`src/rtl/aer_frame_builder_pkg.sv`:
```
// Shared geometry, state encoding and row type for the AER frame builder.
package aer_frame_builder_pkg;

    localparam int ROWS     = 8;
    localparam int COLS     = 8;
    localparam int POLARITY = 2;
    localparam int x_width  = 3;
    localparam int y_width  = 3;

    typedef enum logic [0:0] {
        ACCUM   = 1'b0,
        READOUT = 1'b1
    } fb_state_e;

    typedef logic [COLS*POLARITY-1:0] row_data_t;

endpackage

```
`src/rtl/aer_frame_mem.sv`:
```
// ROWS x COLS event frame: OR-accumulating pixel write, combinational row read,
// whole-row clear. Writes must carry in-range addresses.
module aer_frame_mem #(
    parameter int ROWS     = aer_frame_builder_pkg::ROWS,
    parameter int COLS     = aer_frame_builder_pkg::COLS,
    parameter int POLARITY = aer_frame_builder_pkg::POLARITY,
    parameter int x_width  = aer_frame_builder_pkg::x_width,
    parameter int y_width  = aer_frame_builder_pkg::y_width
) (
    input  logic                       clk,
    input  logic                       rst_n,
    input  logic                       we,
    input  logic [x_width-1:0]         wr_x,
    input  logic [y_width-1:0]         wr_y,
    input  logic [POLARITY-1:0]        wr_pol,
    input  logic                       clr_en,
    input  logic [x_width-1:0]         clr_x,
    input  logic [x_width-1:0]         rd_x,
    output logic [COLS*POLARITY-1:0]   rd_data
);
    import aer_frame_builder_pkg::*;

    logic [COLS*POLARITY-1:0] mem_r [ROWS];
    logic [COLS*POLARITY-1:0] wr_mask_s;

    // Place the polarity bits at the addressed column of an otherwise empty row.
    always_comb begin
        wr_mask_s = {(COLS*POLARITY){1'b0}};
        for (int c = 0; c < COLS; c++) begin
            if (wr_y == c[y_width-1:0]) begin
                wr_mask_s[c*POLARITY +: POLARITY] = wr_pol;
            end else begin
                wr_mask_s[c*POLARITY +: POLARITY] = {POLARITY{1'b0}};
            end
        end
    end

    // Frame storage; a clear wins over a write to the same row.
    always_ff @(posedge clk or negedge rst_n) begin
        if (!rst_n) begin
            for (int r = 0; r < ROWS; r++) begin
                mem_r[r] <= {(COLS*POLARITY){1'b0}};
            end
        end else begin
            for (int r = 0; r < ROWS; r++) begin
                if (clr_en && (clr_x == r[x_width-1:0])) begin
                    mem_r[r] <= {(COLS*POLARITY){1'b0}};
                end else if (we && (wr_x == r[x_width-1:0])) begin
                    mem_r[r] <= mem_r[r] | wr_mask_s;
                end else begin
                    mem_r[r] <= mem_r[r];
                end
            end
        end
    end

    assign rd_data = mem_r[rd_x];

endmodule

```
`src/rtl/aer_frame_builder.sv`:
```
// Collects address events into a frame and, on trigger, streams it out row by
// row while clearing each row as it is consumed.
module aer_frame_builder #(
    parameter int ROWS     = aer_frame_builder_pkg::ROWS,
    parameter int COLS     = aer_frame_builder_pkg::COLS,
    parameter int POLARITY = aer_frame_builder_pkg::POLARITY,
    parameter int x_width  = aer_frame_builder_pkg::x_width,
    parameter int y_width  = aer_frame_builder_pkg::y_width
) (
    input  logic                       clk_i,
    input  logic                       reset_i,
    input  logic                       ev_valid_i,
    output logic                       ev_ready_o,
    input  logic [x_width-1:0]         ev_x_i,
    input  logic [y_width-1:0]         ev_y_i,
    input  logic [POLARITY-1:0]        ev_pol_i,
    input  logic                       frame_trig_i,
    output logic                       row_valid_o,
    input  logic                       row_ready_i,
    output logic [x_width-1:0]         row_idx_o,
    output logic [COLS*POLARITY-1:0]   row_data_o,
    output logic                       frame_done_o,
    output logic                       ev_drop_o,
    output logic                       trig_miss_o
);
    import aer_frame_builder_pkg::*;

    // One extra bit so non-power-of-two geometries compare correctly.
    localparam logic [x_width:0]   ROWS_L   = ROWS[x_width:0];
    localparam logic [y_width:0]   COLS_L   = COLS[y_width:0];
    localparam int                 LAST_I   = ROWS - 1;
    localparam logic [x_width-1:0] LAST_ROW = LAST_I[x_width-1:0];

    fb_state_e                state_r;
    logic [x_width-1:0]       row_ptr_r;
    logic                     frame_done_r;
    logic                     ev_drop_r;
    logic                     trig_miss_r;
    logic                     ev_accept_s;
    logic                     addr_ok_s;
    logic                     row_fire_s;
    logic                     last_row_s;
    logic [COLS*POLARITY-1:0] rd_data_s;

    // Handshake qualifiers and address range check.
    always_comb begin
        ev_accept_s = ev_valid_i && (state_r == ACCUM);
        addr_ok_s   = ({1'b0, ev_x_i} < ROWS_L) && ({1'b0, ev_y_i} < COLS_L);
        row_fire_s  = (state_r == READOUT) && row_ready_i;
        last_row_s  = (row_ptr_r == LAST_ROW);
    end

    aer_frame_mem #(
        .ROWS     (ROWS),
        .COLS     (COLS),
        .POLARITY (POLARITY),
        .x_width  (x_width),
        .y_width  (y_width)
    ) u_mem (
        .clk     (clk_i),
        .rst_n   (reset_i),
        .we      (ev_accept_s && addr_ok_s),
        .wr_x    (ev_x_i),
        .wr_y    (ev_y_i),
        .wr_pol  (ev_pol_i),
        .clr_en  (row_fire_s),
        .clr_x   (row_ptr_r),
        .rd_x    (row_ptr_r),
        .rd_data (rd_data_s)
    );

    // Accumulate/readout sequencing and the registered status pulses.
    always_ff @(posedge clk_i or negedge reset_i) begin
        if (!reset_i) begin
            state_r      <= ACCUM;
            row_ptr_r    <= {x_width{1'b0}};
            frame_done_r <= 1'b0;
            ev_drop_r    <= 1'b0;
            trig_miss_r  <= 1'b0;
        end else begin
            frame_done_r <= 1'b0;
            ev_drop_r    <= ev_accept_s && !addr_ok_s;
            trig_miss_r  <= 1'b0;
            case (state_r)
                ACCUM: begin
                    row_ptr_r <= {x_width{1'b0}};
                    if (frame_trig_i) begin
                        state_r <= READOUT;
                    end else begin
                        state_r <= ACCUM;
                    end
                end
                READOUT: begin
                    trig_miss_r <= frame_trig_i;
                    if (row_ready_i && last_row_s) begin
                        row_ptr_r    <= {x_width{1'b0}};
                        state_r      <= ACCUM;
                        frame_done_r <= 1'b1;
                    end else if (row_ready_i) begin
                        row_ptr_r <= row_ptr_r + {{(x_width-1){1'b0}}, 1'b1};
                        state_r   <= READOUT;
                    end else begin
                        row_ptr_r <= row_ptr_r;
                        state_r   <= READOUT;
                    end
                end
                default: begin
                    state_r   <= ACCUM;
                    row_ptr_r <= {x_width{1'b0}};
                end
            endcase
        end
    end

    assign ev_ready_o   = (state_r == ACCUM);
    assign row_valid_o  = (state_r == READOUT);
    assign row_idx_o    = row_ptr_r;
    assign row_data_o   = (state_r == READOUT) ? rd_data_s : {(COLS*POLARITY){1'b0}};
    assign frame_done_o = frame_done_r;
    assign ev_drop_o    = ev_drop_r;
    assign trig_miss_o  = trig_miss_r;

endmodule

```
`config.mk`:
```
export PLATFORM = sky130hd
export DESIGN_NAME = aer_frame_builder
export DESIGN_NICKNAME = d
export VERILOG_FILES = /design/src/rtl/aer_frame_builder_pkg.sv /design/src/rtl/aer_frame_mem.sv /design/src/rtl/aer_frame_builder.sv
export SDC_FILE = /design/constraint.sdc
export NUM_CORES = 1
export LEC_CHECK = 0
export BUFFER_PORTS_ARGS = -buffer_cell sky130_fd_sc_hd__buf_4
export CORE_MARGIN = 4
export CORE_UTILIZATION = 50
export DETAILED_ROUTE_END_ITERATION = 10
export MAX_ROUTING_LAYER = met4
export PLACE_DENSITY = 0.68
export REMOVE_ABC_BUFFERS = 1
export SETUP_SLACK_MARGIN = 0.02
export SYNTH_ARGS = -nofsm -noshare
export SYNTH_HDL_FRONTEND = slang
export SYNTH_HIERARCHICAL = 1
export SYNTH_SLANG_ARGS = --single-unit
```
`constraint.sdc`:
```
create_clock -name clk_i -period 5.8 [get_ports clk_i]
set_clock_uncertainty 0.15 [all_clocks]
set_input_delay 0 -clock clk_i [delete_from_list [all_inputs] [get_ports clk_i]]
set_output_delay 0 -clock clk_i [all_outputs]
set_load 0.005 [all_outputs]
```
======== Word-level counts from Yosys, hierarchy flattened ========
Cells that the tools add are included.
storage, ports and cells
  bits in registers ....................... 134
operators by class
  reductions and logical operators ........ 30
  add/subtract/negate cells ............... 1
  equal/unequal tests ..................... 22
  $lt $le $gt $ge ......................... 1
  muxes and demuxes ....................... 37
  bitwise gates (word level) .............. 10
operators by type and width
  operator                                               count
  two-way mux 16 bit                                     19
  bitwise OR 16 bit                                      8
  binary-select mux 16 bit (select 3 bit)                1
  == test 3 bit, second input constant                   12
  logical AND 1 bit                                      19
  == test 3 x 2 -> 1 bit, second input constant          6
  two-way mux 2 bit                                      8
  nonzero test 2 bit                                     8
  == test 3 x 1 -> 1 bit, second input constant          3
  zero test 3 bit                                        3
  two-way mux 3 bit                                      2
  case mux 3 bit (2 select lines)                        1
  two-way mux 1 bit                                      5
  >= comparator 4 bit, second input constant             1
  NOT 3 -> 4 bit                                         1
  adder 3 x 1 -> 3 bit, second input constant            1
  inequality test 3 x 2 -> 1 bit, second input constant  1
  case mux 1 bit (2 select lines)                        1
  NOT 1 bit                                              1

======== Depth between registers and ports, before layout ========
Gate-level depths: netlist of the first run.
  depth in word-level cells ............... 5
  depth in mapped cells ................... 6
  gate-level depth less buffers ........... 4

======== Cells and area by module ========
The synthesis of the first run kept the hierarchy.
modules (own cells, without submodules)
  module             area each (um2)  sequential area each (um2)  instances  cells each
  aer_frame_mem      5,915.7          3,203.1                     1          518
  aer_frame_builder  410.4            150.1                       1          42

======== Worst setup path after synthesis of the first run ========
OpenSTA, ideal clock, no wires.
  path type ............................... register to output
  start ................................... register row_ptr_r[0], in the netlist row_idx_o[0]
  end ..................................... output row_data_o[12]
  cell stages (with the launch flop) ...... 6
  slack ................................... 3.879 ns
  arrival ................................. 1.771 ns
  required time ........................... 5.650 ns
  cell sequence ........................... dfrtp_1 buf_6 buf_6 mux4_1 mux2_2 and2_2
between the ends
  word-level cells in the longest chain between the ends .. 5
ends and longest elaborated chain
  element                                                 line                      RTL
  start, declared                                         aer_frame_builder.sv:35   logic [x_width-1:0] row_ptr_r;
  start signal, assigned                                  aer_frame_builder.sv:76   row_ptr_r <= {x_width{1'b0}};
  start signal, assigned                                  aer_frame_builder.sv:86   row_ptr_r <= {x_width{1'b0}};
  start signal, assigned                                  aer_frame_builder.sv:96   row_ptr_r <= {x_width{1'b0}};
  NOT 3 -> 4 bit (implied by the code)                    aer_frame_mem.sv:57       assign rd_data = mem_r[rd_x];
  binary-select mux 16 bit (select 3 bit)                 aer_frame_mem.sv:57
  two-way mux 16 bit (implied by the code) (2 in series)  aer_frame_mem.sv:57
  net rd_data_s[12]                                       aer_frame_builder.sv:43   logic [COLS*POLARITY-1:0] rd_data_s;
  two-way mux 16 bit                                      aer_frame_builder.sv:118  assign row_data_o = (state_r == READOUT) ? rd_data_s : {(COLS*POLARITY){1'b0}};
  end, declared                                           aer_frame_builder.sv:21   output logic [COLS*POLARITY-1:0] row_data_o,
The timed path passes the listed nets, and every way through them passes these cells. The select of a mux whose other input is x is not followed.

======== Final worst setup path of the first run ========
  start ................................... register state_r, in the netlist row_valid_o
  end ..................................... register u_mem/mem_r[82] (netlist bit)
between the ends
  word-level cells in the longest chain between the ends .. 4
  elaborated cells between the ends (all ways) .. 7
  classes of those cells .................. 1 x mux; 1 x bitwise; 5 x reduce/logical
ends and longest elaborated chain
  element                              line                     RTL
  start, declared                      aer_frame_builder.sv:34  fb_state_e state_r;
  start signal, assigned               aer_frame_builder.sv:75  state_r <= ACCUM;
  start signal, assigned               aer_frame_builder.sv:88  state_r <= READOUT;
  start signal, assigned               aer_frame_builder.sv:90  state_r <= ACCUM;
  NOT 1 bit                            aer_frame_builder.sv:47  ev_accept_s = ev_valid_i && (state_r == ACCUM);
  logical AND 1 bit                    aer_frame_builder.sv:47
  net ev_accept_s                      aer_frame_builder.sv:39  logic ev_accept_s;
  logical AND 1 bit                    aer_frame_mem.sv:48      end else if (we && (wr_x == r[x_width-1:0])) begin
  nonzero test 2 bit (no source line)  --
  end signal, assigned by index        aer_frame_mem.sv:47      mem_r[r] <= {(COLS*POLARITY){1'b0}};
  end signal, assigned by index        aer_frame_mem.sv:49      mem_r[r] <= mem_r[r] | wr_mask_s;
  end signal, assigned by index        aer_frame_mem.sv:51      mem_r[r] <= mem_r[r];
  end, declared                        aer_frame_mem.sv:23      logic [COLS*POLARITY-1:0] mem_r [ROWS];
The timed path passes the listed nets, and every way through them passes these cells.
A chain may end at the register's enable or synchronous reset.

==> impl_summary.log, run 1 <==
[metrics] fraction of power consumed by combinational cells: 15.5%
[metrics] Sw Pwr: 0.733 mW
[metrics] post-synthesis sequential area ratio: 53.0%
[metrics] signal arrival time at the worst endpoint: 3300 ps
[metrics] prevailing post-synth register cell: dfrtp_1
[metrics] cells along the critical path: buf_4, and2b_2, nor4bb_4, dlygate4sd3_1, a21oi_1, nor2_1
[metrics] leading cell type in the layout, fill and taps excluded: nor2_1
[metrics] cell count after synthesis: 560
[metrics] Worst path max stage delay: 1160 ps
[metrics] internal power contribution: 1.96 mW
[metrics] DRC violation total after the first TritonRoute iteration: 419
[metrics] # IOs: 37
[metrics] most used routing layer: met2
[metrics] commonest cells after routing, fill and taps aside: nor2_1, dfrtp_1, a21oi_1, buf_4, mux4_1
[metrics] synthesis-to-layout area growth: 17.5%
[metrics] clock-pin slew reported for the worst setup and hold paths after clock tree synthesis: 50 ps
[metrics] source-to-sink clock delay at the later pin of the worst-skew pair: 420 ps
[metrics] Critical Setup Path Class: flop to flop
[metrics] fin area: 7430 µm²
[metrics] worst path buffer plus inverter count: 2
[metrics] total vias in the final route: 4622
[metrics] post-route fraction of the period consumed by the critical path: 53.5%
[metrics] WL per Instance: 21.7 µm
[metrics] TritonCTS sink count: 134
[metrics] weighted congestion reported at the end of routability-driven placement: 0.767
[metrics] Compound-Gate Fraction of Synth Area: 10.4%
[metrics] initial cell density of the core: 51.8%
[metrics] maximum frequency from static timing analysis: 322 MHz
[metrics] Vias/cell: 6.03
[metrics] pin count of the biggest net entering global routing: 83
[metrics] Crit Path Max Fanout: 25
[metrics] met2 global-route usage: 38.7%
[metrics] transition time of the tightest slew-check pin: 1350 ps
[metrics] ys async rst share: 100%
[metrics] Synth cell types: 37
[metrics] Hold-fix buffers, CTS: 12
[metrics] GRT met3 Usage: 7.39%
[metrics] Net Sw Frac: 27.3%
[metrics] flop-to-flop setup slack: 2700 ps
[metrics] worst IR drop on VDD: 0.259 mV
[metrics] status: finished, final reports clean
[metrics] final slew viol count: 0
[metrics] H-tree levels: 4
[metrics] post-CTS setup buffers: 0
[metrics] cell at the slowest stage of the critical path: dlygate4sd3_1
[metrics] proportion of layout cells with a drive suffix above 1: 19.9%
[metrics] startpoint kind of the worst setup timing path: flop
[metrics] placed instance area: 6650 µm²
[metrics] IO Port Bufs: 35
[metrics] number of detailed-route iterations in the first pass: 5
[metrics] Critical Path End Type: flop
[metrics] Netlist Area Pre-Place: 6330 µm²
[metrics] die extent in y: 120 µm
[metrics] core footprint: 12200 µm²
[metrics] number of buffers created by CTS: 17
[metrics] Horiz. Die Dim: 120 µm
[metrics] count of yosys warnings during synthesis: 6
[metrics] total overflow reported by the global router: 0
[metrics] Resized cells post-CTS: 0
[metrics] clock tree from TritonCTS: built
[metrics] mean post-synth cell area: 11.3 µm²
[metrics] arithmetic-cell share of the synthesized area counting full adders, half adders and majority gates: 0.396%
[metrics] total die area: 14500 µm²
[metrics] power density relative to cell area: 362 nW/µm²
[metrics] number of synthesized flops with an enable pin: 0
[metrics] number of global-route vias before repair: 4754
[metrics] root buffer cell: clkbuf_16
[metrics] placement row count: 40
[metrics] Sum Neg Setup Slack: 0 ps
[metrics] post-route antenna net violation count: 0
[metrics] initial antenna violation count: 1
[metrics] buffers from clock root to sink, at most: 2
[metrics] HPWL after detailed placement: 9180 µm
[metrics] share of power burned in the clock network: 44.0%
[metrics] combinational family with the most area after synthesis: multiplexers
[metrics] multiplexer share of the synthesized area: 16.2%
[metrics] final setup vio count: 0
[metrics] Post-Synth Simple-Gate Area: 15.6%
[metrics] total number of nets in the final design: 601
[metrics] total wirelength of the detailed-routed design: 16600 µm
[metrics] kind of cell adding the most delay to the critical path: buffers and inverters
[metrics] Synth Register Bits: 134
[metrics] global-route wire length before repair: 26100 µm
[metrics] setup repair after global routing missed its margin: false
[metrics] Final Hold Vio Count: 0
[metrics] leakage: 3.80 nW
[metrics] number of max-capacitance violations reported: 0
[metrics] type of the tightest min-delay check: input port to async pin
[metrics] Residual DRC: 0
[metrics] relative max-transition margin: 8.59%
[metrics] met1 track demand over resource: 31.9%
[metrics] Req. time, crit path: 6000 ps
[metrics] fraction of power consumed by sequential logic: 40.6%
[metrics] Global Route Usage Sum: 24.7%
[metrics] synthesized-area fraction occupied by xor and xnor cells: 0%
[metrics] shortest clock period the worst path allows after layout: 3100 ps
-- stage by stage --
step / instances / utilization, % / hold slack (ps) / power (mW) / setup slack, ps
3_5_place_dp: 722 / 54.5 / -56.3 / 1.51 / 3010
2_1_floorplan: 508 / - / -446 / 1.30 / 3210
3_3_place_gp: 722 / 54.5 / -66.8 / 1.50 / 3040
4_1_cts: 765 / 60.7 / 13.2 / 2.70 / 2780
6_report: 767 / 60.9 / 15.2 / 2.69 / 2700
5_1_grt: 767 / 60.9 / 40.3 / 2.77 / 2610
-- cell families (layout without fill, tap and decap cells) --
| group | Yosys count | after routing |
|---|---|---|
| and+or+nand+nor | 191 | 191 |
| DFF | 134 | 134 |
| AOI/OAI and AO/OA | 130 | 130 |
| buffers and inverters | 53 | 91 |
| muxes | 49 | 49 |
| adders and majority gates | 2 | 2 |
| other | 1 | 2 |
-- synthesized netlist by cell type, drive strengths merged (3+ instances only) --
library cell | n | share of area [%]
mux2 | 16 | 2.8
nor2 | 137 | 8.1
a21oi | 128 | 10
and4b | 9 | 1.4
and2 | 18 | 1.9
buf | 29 | 2.8
mux4 | 32 | 13
clkbuf | 23 | 1.5
dfrtp | 134 | 53
and4 | 3 | 0.42
nor4b | 3 | 0.85
nand2b | 3 | 0.30
nor4bb | 8 | 1.3
nor2b | 3 | 0.45
-- sequential cells by signal, summed over array words and instances, names as in the netlist --
name	count
frame_done_o	1
u_mem/mem_r	128
trig_miss_o	1
row_valid_o	1
row_idx_o	3
-- worst reg2reg max path, cell delays in order, from the launching register on --
cell	delay, ps
dfrtp_1	350
buf_4	230
and2b_2	340
nor4bb_4	490
dlygate4sd3_1	1160
a21oi_1	160
nor2_1	160
-- power groups by stage --
| stage | registers, mW | clock network (mW) | logic, mW |
|---|---|---|---|
| finish | 1.09 | 1.18 | 0.416 |
| global route | 1.10 | 1.23 | 0.445 |
| CTS | 1.09 | 1.19 | 0.412 |
| detailed placement | 1.11 | 0 | 0.403 |
| global placement | 1.10 | 0 | 0.396 |
| floorplan | 1.09 | 0 | 0.215 |
-- metal layers --
layer	share of wire, %	vias up
li1	-	2047
met1	43	2415
met2	49	143
met3	6.4	17
met4	1.2	0
met5	0	-
-- layout make-up --
cell class                      instances  area, µm²
Multi-Input combinational cell        373       2740
Antenna cell                            1       2.50
Tap cell                              168        210
Inverter                                1       3.75
Sequential cell                       134       3350
Timing Repair Buffer                   59        477
Clock buffer                           21        470
Fill cell                            1023       4780
Clock inverter                         10        175
-- final timing paths --
path | cells after the start | endpoint | startpoint
max in group asynchronous | 3 | u_mem/mem_r[47]$_DFFE_PN0P_ | reset_i
hold reg to reg | 2 | u_mem/mem_r[76]$_DFFE_PN0P_ | u_mem/mem_r[76]$_DFFE_PN0P_
hold / removal | 2 | u_mem/mem_r[50]$_DFFE_PN0P_ | reset_i
setup reg to reg | 6 | u_mem/mem_r[82]$_DFFE_PN0P_ | row_valid_o$_DFF_PN0_
setup / recovery | 6 | u_mem/mem_r[82]$_DFFE_PN0P_ | row_valid_o$_DFF_PN0_
min in group clk_i | 4 | u_mem/mem_r[90]$_DFFE_PN0P_ | ev_x_i[1]
No activity file was read; power rests on OpenSTA's default activity.
==> inputs of run 2 (changes only) <==
--- a/config.mk
+++ b/config.mk
@@ -10,7 +10,7 @@
 export CORE_UTILIZATION = 50
 export DETAILED_ROUTE_END_ITERATION = 10
 export MAX_ROUTING_LAYER = met4
-export PLACE_DENSITY = 0.68
+export PLACE_DENSITY = 0.7
 export REMOVE_ABC_BUFFERS = 1
 export SETUP_SLACK_MARGIN = 0.02
 export SYNTH_ARGS = -nofsm -noshare
==> constraint.sdc (replaced) <==
create_clock -name clk_i -period 2.5 [get_ports clk_i]
set_clock_uncertainty 0.15 [all_clocks]
set_input_delay 0 -clock clk_i [delete_from_list [all_inputs] [get_ports clk_i]]
set_output_delay 0 -clock clk_i [all_outputs]
set_load 0.005 [all_outputs]
==> run 2 against run 1 <==
Effect of this change: combinational power grew to 3.1 times the previous value; global-route usage is 1.4 points higher; critical path depth is 1 lower; sequential share of layout area is 1.3 points lower; cell count is 2.9% higher; via count is 5.3% higher; count of clock-buffer cells in the layout is 2 lower; register-to-register slack worse by 2200 ps; worst hold slack better by 30 ps; power is 140% higher; die area stayed put; worst setup slack worse by 2600 ps; largest power group unchanged.
==> impl_summary.log, run 2 (synthesis results as in run 1) <==
[metrics] launch point of the worst path: row_idx_o[0]$_DFFE_PN0P_
[metrics] Crit Path Max Fanout: 27 (+8.0%)
[metrics] Req. time, crit path: 2350 ps (-3650 ps)
[metrics] transition time of the tightest slew-check pin: 556 ps (-796 ps)
[metrics] fraction of power consumed by sequential logic: 36.7% (-3.9 points)
[metrics] Critical Setup Path Class: flop to output pin
[metrics] H-tree levels: 4 (unchanged)
[metrics] post-route fraction of the period consumed by the critical path: 95.0%
[metrics] total number of nets in the final design: 623 (+3.7%)
[metrics] maximum frequency from static timing analysis: 421 MHz
[metrics] fraction of power consumed by combinational cells: 20.4% (+4.9 points)
[metrics] IO Port Bufs: 35 (unchanged)
[metrics] DRC violation total after the first TritonRoute iteration: 440 (+5.0%)
[metrics] Vias/cell: 6.17 (+2.3%)
[metrics] TritonCTS sink count: 134 (unchanged)
[metrics] synthesis-to-layout area growth: 20.8%
[metrics] weighted congestion reported at the end of routability-driven placement: 0.813 (+6.0%)
[metrics] register with the most flip-flops: u_mem/mem_r
[metrics] core footprint: 12200 µm² (unchanged)
[metrics] pin count of the biggest net entering global routing: 53 (-36%)
[metrics] setup repair after global routing missed its margin: false
[metrics] type of the tightest min-delay check: input port to flop
[metrics] initial cell density of the core: 51.8% (unchanged)
[metrics] number of detailed-route iterations in the first pass: 5 (unchanged)
[metrics] signal arrival time at the worst endpoint: 2230 ps (-1070 ps)
[metrics] root buffer cell: clkbuf_16
[metrics] initial antenna violation count: 0 (-1)
[metrics] Net Sw Frac: 27.8% (+0.54 points)
[metrics] leading cell type in the layout, fill and taps excluded: nor2_1
[metrics] pre-CTS setup slack: 516 ps (-2500 ps)
[metrics] Residual DRC: 0 (unchanged)
[metrics] share of power burned in the clock network: 42.9% (-1.1 points)
[metrics] post-route core utilization: 62.6% (+1.7 points)
[metrics] total wirelength of the detailed-routed design: 17300 µm (+4.2%)
[metrics] startpoint kind of the worst setup timing path: flop
[metrics] status: finished, final reports clean
[metrics] leakage: 3.92 nW (+3.2%)
[metrics] relative max-transition margin: 62.9% (+54 points)
[metrics] length in cells of the worst reg-to-reg path: 4 (-2)
[metrics] clock tree from TritonCTS: built
[metrics] power density relative to cell area: 839 nW/µm² (+130%)
[metrics] shortest clock period the worst path allows after layout: 2380 ps
[metrics] buffers from clock root to sink, at most: 2 (unchanged)
[metrics] total die area: 14500 µm² (unchanged)
[metrics] flip-flop count of the largest register after layout: 128 (unchanged)
[metrics] clock-pin slew reported for the worst setup and hold paths after clock tree synthesis: 60 ps (about the same)
[metrics] number of buffers created by CTS: 17 (unchanged)
[metrics] post-route setup slack: 124 ps (-2570 ps)
[metrics] final setup vio count: 0 (unchanged)
[metrics] Horiz. Die Dim: 120 µm (unchanged)
[metrics] number of max-capacitance violations reported: 0 (unchanged)
[metrics] Critical Path End Type: output pin
[metrics] post-route antenna net violation count: 0 (unchanged)
[metrics] HPWL after detailed placement: 9970 µm (+8.5%)
[metrics] Final Hold Vio Count: 0 (unchanged)
[metrics] Crit Reg-Reg Startpoint: row_valid_o$_DFF_PN0_
[metrics] commonest cells after routing, fill and taps aside: nor2_1, dfrtp_1, a21oi_1, buf_4, mux4_1
[metrics] placement row count: 40 (unchanged)
[metrics] internal power contribution: 4.63 mW (+140%)
[metrics] number of stages on the worst hold path: 4
[metrics] final slew viol count: 0 (unchanged)
[metrics] worst IR drop on VDD: 0.515 mV (+99%)
[metrics] die extent in y: 120 µm (unchanged)
[metrics] Sw Pwr: 1.78 mW (+140%)
[metrics] total vias in the final route: 4865 (+5.3%)
[metrics] antenna diode instance count: 0 (-1)
[metrics] total overflow reported by the global router: 0 (unchanged)
[metrics] number of global-route vias before repair: 5015 (+5.5%)
[metrics] WL per Instance: 21.9 µm (+1.3%)
[metrics] proportion of layout cells with a drive suffix above 1: 23.0% (+3.1 points)
[metrics] global-route wire length before repair: 27700 µm (+6.2%)
[metrics] post-CTS setup buffers: 0 (unchanged)
[metrics] source-to-sink clock delay at the later pin of the worst-skew pair: 420 ps (about the same)
[metrics] hold_sp: ev_pol_i[1]
[metrics] Global Route Usage Sum: 26.1% (+1.4 points)
[metrics] # IOs: 37 (unchanged)
==> run 2: cell count changes in the layout (fill, tap and decap cells not counted), sizes merged <==
cell         previous run  this run
dlygate4sd3            12        10
clkbuf                 21        19
buf                    47        71
diode                   1         0
clkinvlp                0         5
clkinv                  5         3
==> run 2: power groups by stage <==
stage | clock [mW] | combinational, mW | sequential [mW]
final | 2.75 | 1.31 | 2.35
after CTS | 2.79 | 1.30 | 2.35
after floorplan | 0 | 0.498 | 2.52
after global placement | 0 | 1.25 | 2.38
after global routing | 2.88 | 1.38 | 2.36
after detailed placement | 0 | 1.28 | 2.38
==> run 2: stage by stage <==
step / instances / total power, mW / hold slack [ps] / setup TNS, ps / cell area (µm²)
floorplan: 508 / 3.02 / -446 / -2840 / 6050
finish: 789 / 6.41 / 45.2 / 0 / 7640
CTS: 789 / 6.43 / 5.93 / 0 / 7640
global route: 789 / 6.62 / 58.2 / 0 / 7640
global placement: 746 / 3.63 / -122 / 0 / 6860
detailed placement: 746 / 3.66 / -114 / 0 / 6860
==> run 2: path summary, 6_finish.rpt <==
kind / slack, ps / end
worst max-delay path: 120 / row_data_o[13]
worst min-delay path: 50 / u_mem/mem_r[49]$_DFFE_PN0P_
worst max register to register: 480 / u_mem/mem_r[54]$_DFFE_PN0P_
worst min register to register: 340 / u_mem/mem_r[96]$_DFFE_PN0P_
max in group asynchronous: 1180 / u_mem/mem_r[33]$_DFFE_PN0P_
min in group asynchronous: 540 / u_mem/mem_r[2]$_DFFE_PN0P_
==> run 2: critical path, cell delays in order (launching register included) <==
cell,delay (ps)
dfrtp_2,390
buf_12,230
mux4_1,580
mux2_2,290
and2_2,190
buf_4,130
==> run 2: what timing repair did <==
| item | in CTS | in global routing |
|---|---|---|
| gates resized for setup | 0 | 1 |
| hold endpoints to repair | 114 | 0 |
| setup endpoints to repair | 0 | 1 |
| hold buffers | 11 | 0 |
==> run 2: cell type report <==
| cell class | count | area (µm²) |
|---|---|---|
| Multi-Input combinational cell | 373 | 2730 |
| Fill cell | 987 | 4570 |
| Sequential cell | 134 | 3350 |
| Tap cell | 168 | 210 |
| Clock inverter | 13 | 203 |
| Inverter | 1 | 3.75 |
| Timing Repair Buffer | 81 | 687 |
| Clock buffer | 19 | 453 |
==> run 2: routing by layer <==
metal  up-vias  GRT usage, %  part of all wire [%]
met4         0          11.4                   3.3
met2       270          38.8                    47
met1      2450          33.9                    40
met5         -             -                     0
met3        56          7.06                   9.2
li1       2089             -                     -
==> inputs of run 3 (changes only) <==
--- a/config.mk
+++ b/config.mk
@@ -15,5 +15,4 @@
 export SETUP_SLACK_MARGIN = 0.02
 export SYNTH_ARGS = -nofsm -noshare
 export SYNTH_HDL_FRONTEND = slang
-export SYNTH_HIERARCHICAL = 1
 export SYNTH_SLANG_ARGS = --single-unit
==> run 3 against run 2 <==
Effect of this change: sequential share of layout area is 1.4 points higher; via count is 5.9% higher; synthesized cell count increased by 6.8%; first-iteration DRC count up 29%; critical path depth is the same; non-clock buffer count shrank 17; die area increased by 1.7%; cell count grew 0.63%; sequential power is essentially flat; count of clock-buffer cells in the layout is the same; sequential cell count is the same; utilization fell by 3.9 points; highest routed layer unchanged.
==> impl_summary.log, run 3 <==
[metrics] status: finished, final reports clean
[metrics] total number of nets in the final design: 628 (+0.80%)
[metrics] initial cell density of the core: 51.0% (-0.78 points)
[metrics] maximum frequency from static timing analysis: 439 MHz (+4.3%)
[metrics] Hold-fix buffers, CTS: 10 (-1)
[metrics] length in cells of the worst reg-to-reg path: 5 (+1)
[metrics] buffers from clock root to sink, at most: 2 (unchanged)
[metrics] Resized cells post-CTS: 0 (unchanged)
[metrics] setup repair after global routing missed its margin: false
[metrics] clock-pin slew reported for the worst setup and hold paths after clock tree synthesis: 60 ps (about the same)
[metrics] placed instance area: 6720 µm² (-2.1%)
[metrics] Req. time, crit path: 2350 ps (about the same)
[metrics] total vias in the final route: 5150 (+5.9%)
[metrics] global-route wire length before repair: 28400 µm (+2.4%)
[metrics] ys async rst share: 100% (unchanged)
[metrics] post-CTS setup buffers: 0 (unchanged)
[metrics] TritonCTS sink count: 134 (unchanged)
[metrics] DRC violation total after the first TritonRoute iteration: 568 (+29%)
[metrics] Synth cell types: 32 (-14%)
[metrics] worst IR drop on VDD: 0.508 mV (-1.4%)
[metrics] number of global-route vias before repair: 5229 (+4.3%)
[metrics] leading cell type in the layout, fill and taps excluded: nor2_1
[metrics] number of buffers created by CTS: 17 (unchanged)
[metrics] Critical Setup Path Class: flop to output pin
[metrics] WL per Instance: 22.0 µm (+0.27%)
[metrics] cells along the critical path: buf_12, mux4_2, nand2_1, a21oi_1, buf_4
[metrics] filler cell count in the final layout: 1013 (+2.6%)
[metrics] final setup vio count: 0 (unchanged)
[metrics] Yosys top cell by area: dfrtp_1
[metrics] post-route core utilization: 58.7% (-3.9 points)
[metrics] Residual DRC: 0 (unchanged)
[metrics] count of yosys warnings during synthesis: 0 (-6)
[metrics] number of synthesized flops with an enable pin: 0 (unchanged)
[metrics] worst hold slack across all endpoints: 6.00 ps (-39.2 ps)
[metrics] source-to-sink clock delay at the later pin of the worst-skew pair: 420 ps (about the same)
[metrics] Horiz. Die Dim: 121 µm (+0.83%)
[metrics] count of placed standard cells in the final layout, fillers left out: 794 (+0.63%)
[metrics] total instance count after detailed placement: 752 (+0.80%)
[metrics] flop-to-flop setup slack: 400 ps (-80 ps)
[metrics] number of max-capacitance violations reported: 0 (unchanged)
[metrics] Sum Neg Setup Slack: 0 ps (unchanged)
[metrics] relative max-transition margin: 32.1% (-31 points)
[metrics] synthesis-to-layout area growth: 15.0%
[metrics] final slew viol count: 0 (unchanged)
[metrics] fin area: 7400 µm² (-3.1%)
[metrics] worst flop-to-flop path endpoint: u_mem.mem_r[113]$_DFFE_PN0P_
[metrics] cell count after synthesis: 598 (+6.8%)
[metrics] initial antenna violation count: 0 (unchanged)
[metrics] Global Route Usage Sum: 25.8% (-0.22 points)
[metrics] flip-flop count of the largest register after layout: 128 (unchanged)
[metrics] Commonest cells post-synth: nor2_1, dfrtp_1, a31oi_1, buf_2
[metrics] HPWL after detailed placement: 9470 µm (-5.0%)
[metrics] Synth Register Bits: 134 (unchanged)
[metrics] Critical Path End Type: output pin
[metrics] Crit Path Max Fanout: 31 (+15%)
[metrics] fraction of post-synthesis cell area in the top cell type by area: 52.1% (-0.93 points)
[metrics] Crit Reg-Reg Startpoint: row_idx_o[1]$_DFFE_PN0P_
[metrics] total area of multi-input combinational cells: 2670 µm² (-2.4%)
[metrics] total overflow reported by the global router: 0 (unchanged)
[metrics] type of the tightest min-delay check: input port to async pin
[metrics] signal arrival time at the worst endpoint: 2130 ps (-100 ps)
[metrics] shortest clock period the worst path allows after layout: 2280 ps (-97.9 ps)
[metrics] post-route antenna net violation count: 0 (unchanged)
[metrics] cell with the most instances after synthesis: nor2_1
[metrics] H-tree levels: 4 (unchanged)
[metrics] Total Power: 6.18 mW (-3.6%)
[metrics] number of detailed-route iterations in the first pass: 5 (unchanged)
[metrics] total wirelength of the detailed-routed design: 17500 µm (+0.90%)
[metrics] core footprint: 12600 µm² (+3.3%)
[metrics] top cells by area, synth: dfrtp_1, a31oi_1, mux4_2, nor2_1, buf_2
[metrics] total die area: 14800 µm² (+1.7%)
[metrics] antenna diode instance count: 0 (unchanged)
[metrics] pin count of the biggest net entering global routing: 66 (+25%)
[metrics] commonest cells after routing, fill and taps aside: nor2_1, dfrtp_1, a31oi_1, buf_4
[metrics] proportion of layout cells with a drive suffix above 1: 20.9% (-2.1 points)
[metrics] pre-CTS setup slack: 445 ps (-70.9 ps)
[metrics] Vias/cell: 6.49 (+5.2%)
[metrics] post-route fraction of the period consumed by the critical path: 91.1% (-3.9 points)
[metrics] startpoint kind of the worst setup timing path: flop
[metrics] Worst path max stage delay: 550 ps (-30 ps)
[metrics] Netlist Area Pre-Place: 6440 µm² (+1.8%)
[metrics] power density relative to cell area: 835 nW/µm² (-0.49%)
[metrics] weighted congestion reported at the end of routability-driven placement: 0.773 (-4.9%)
[metrics] sequential cell area in the final layout: 3350 µm² (unchanged)
[metrics] register with the most flip-flops: u_mem.mem_r
[metrics] root buffer cell: clkbuf_16
[metrics] cell at the slowest stage of the critical path: mux4_2
[metrics] clock tree from TritonCTS: built
[metrics] mean post-synth cell area: 10.8 µm² (-4.7%)
[metrics] IO Port Bufs: 35 (unchanged)
[metrics] transition time of the tightest slew-check pin: 1020 ps (+461 ps)
[metrics] post-route setup slack: 222 ps (+97.9 ps)
[metrics] die extent in y: 121 µm (+0.83%)
[metrics] # IOs: 37 (unchanged)
[metrics] leakage: 3.53 nW (-9.9%)
[metrics] post-synthesis sequential area ratio: 52.1% (-0.93 points)
[metrics] Final Hold Vio Count: 0 (unchanged)
[metrics] prevailing post-synth register cell: dfrtp_1
[metrics] placement row count: 41 (+2.5%)
## run 3: how the worst max path moves through the flow
stage                     depth (start not counted)                     start                      endpoint  slack [ps]
after floorplan                                   3     row_valid_o$_DFF_PN0_  u_mem.mem_r[112]$_DFFE_PN0P_        -450
after global placement                            5  row_idx_o[1]$_DFFE_PN0P_  u_mem.mem_r[119]$_DFFE_PN0P_         530
after detailed placement                          5  row_idx_o[1]$_DFFE_PN0P_  u_mem.mem_r[112]$_DFFE_PN0P_         450
after CTS                                         5  row_idx_o[1]$_DFFE_PN0P_                 row_data_o[3]         210
after global routing                              5  row_idx_o[1]$_DFFE_PN0P_                 row_data_o[3]         100
final                                             5  row_idx_o[1]$_DFFE_PN0P_                 row_data_o[3]         220
## run 3: cell families after synthesis
logic type	synth area share, %
adder cells (fa/ha/maj)	1.17
AO/OA/AOI/OAI	13.8
flip-flops	52.1
other	0.0582
buffers and inverters	6.74
multiplexers	11.3
AND/OR/NAND/NOR	14.8
## run 3: power by group
| group | internal, mW | leakage [nW] | switching [mW] |
|---|---|---|---|
| registers | 2.25 | 1.86 | 0.0877 |
| logic | 0.476 | 1.39 | 0.902 |
| clock network | 1.48 | 0.282 | 0.980 |
## run 3: worst max-delay path: cells and delay by family (launching register included)
family,cells,cell delay (ps)
and+or+nand+nor,1,100
buffers and inverters,2,460
DFF,1,480
AOI/OAI and AO/OA,1,100
muxes,1,550
## run 3: cell type report
class,count,share of cell area [%]
clock buffer,19,5.85
timing repair buffer,64,7.67
clock inverter,13,2.04
multi-input combinational,388,36.0
sequential,134,45.3
tap,172,2.91
inverter,4,0.203
## run 3: per-layer routing
metal	global-route usage, %	part of all wire, %
met5	-	0
met4	7.63	1.9
met3	7.37	9.3
met2	37.9	46
met1	35.5	43
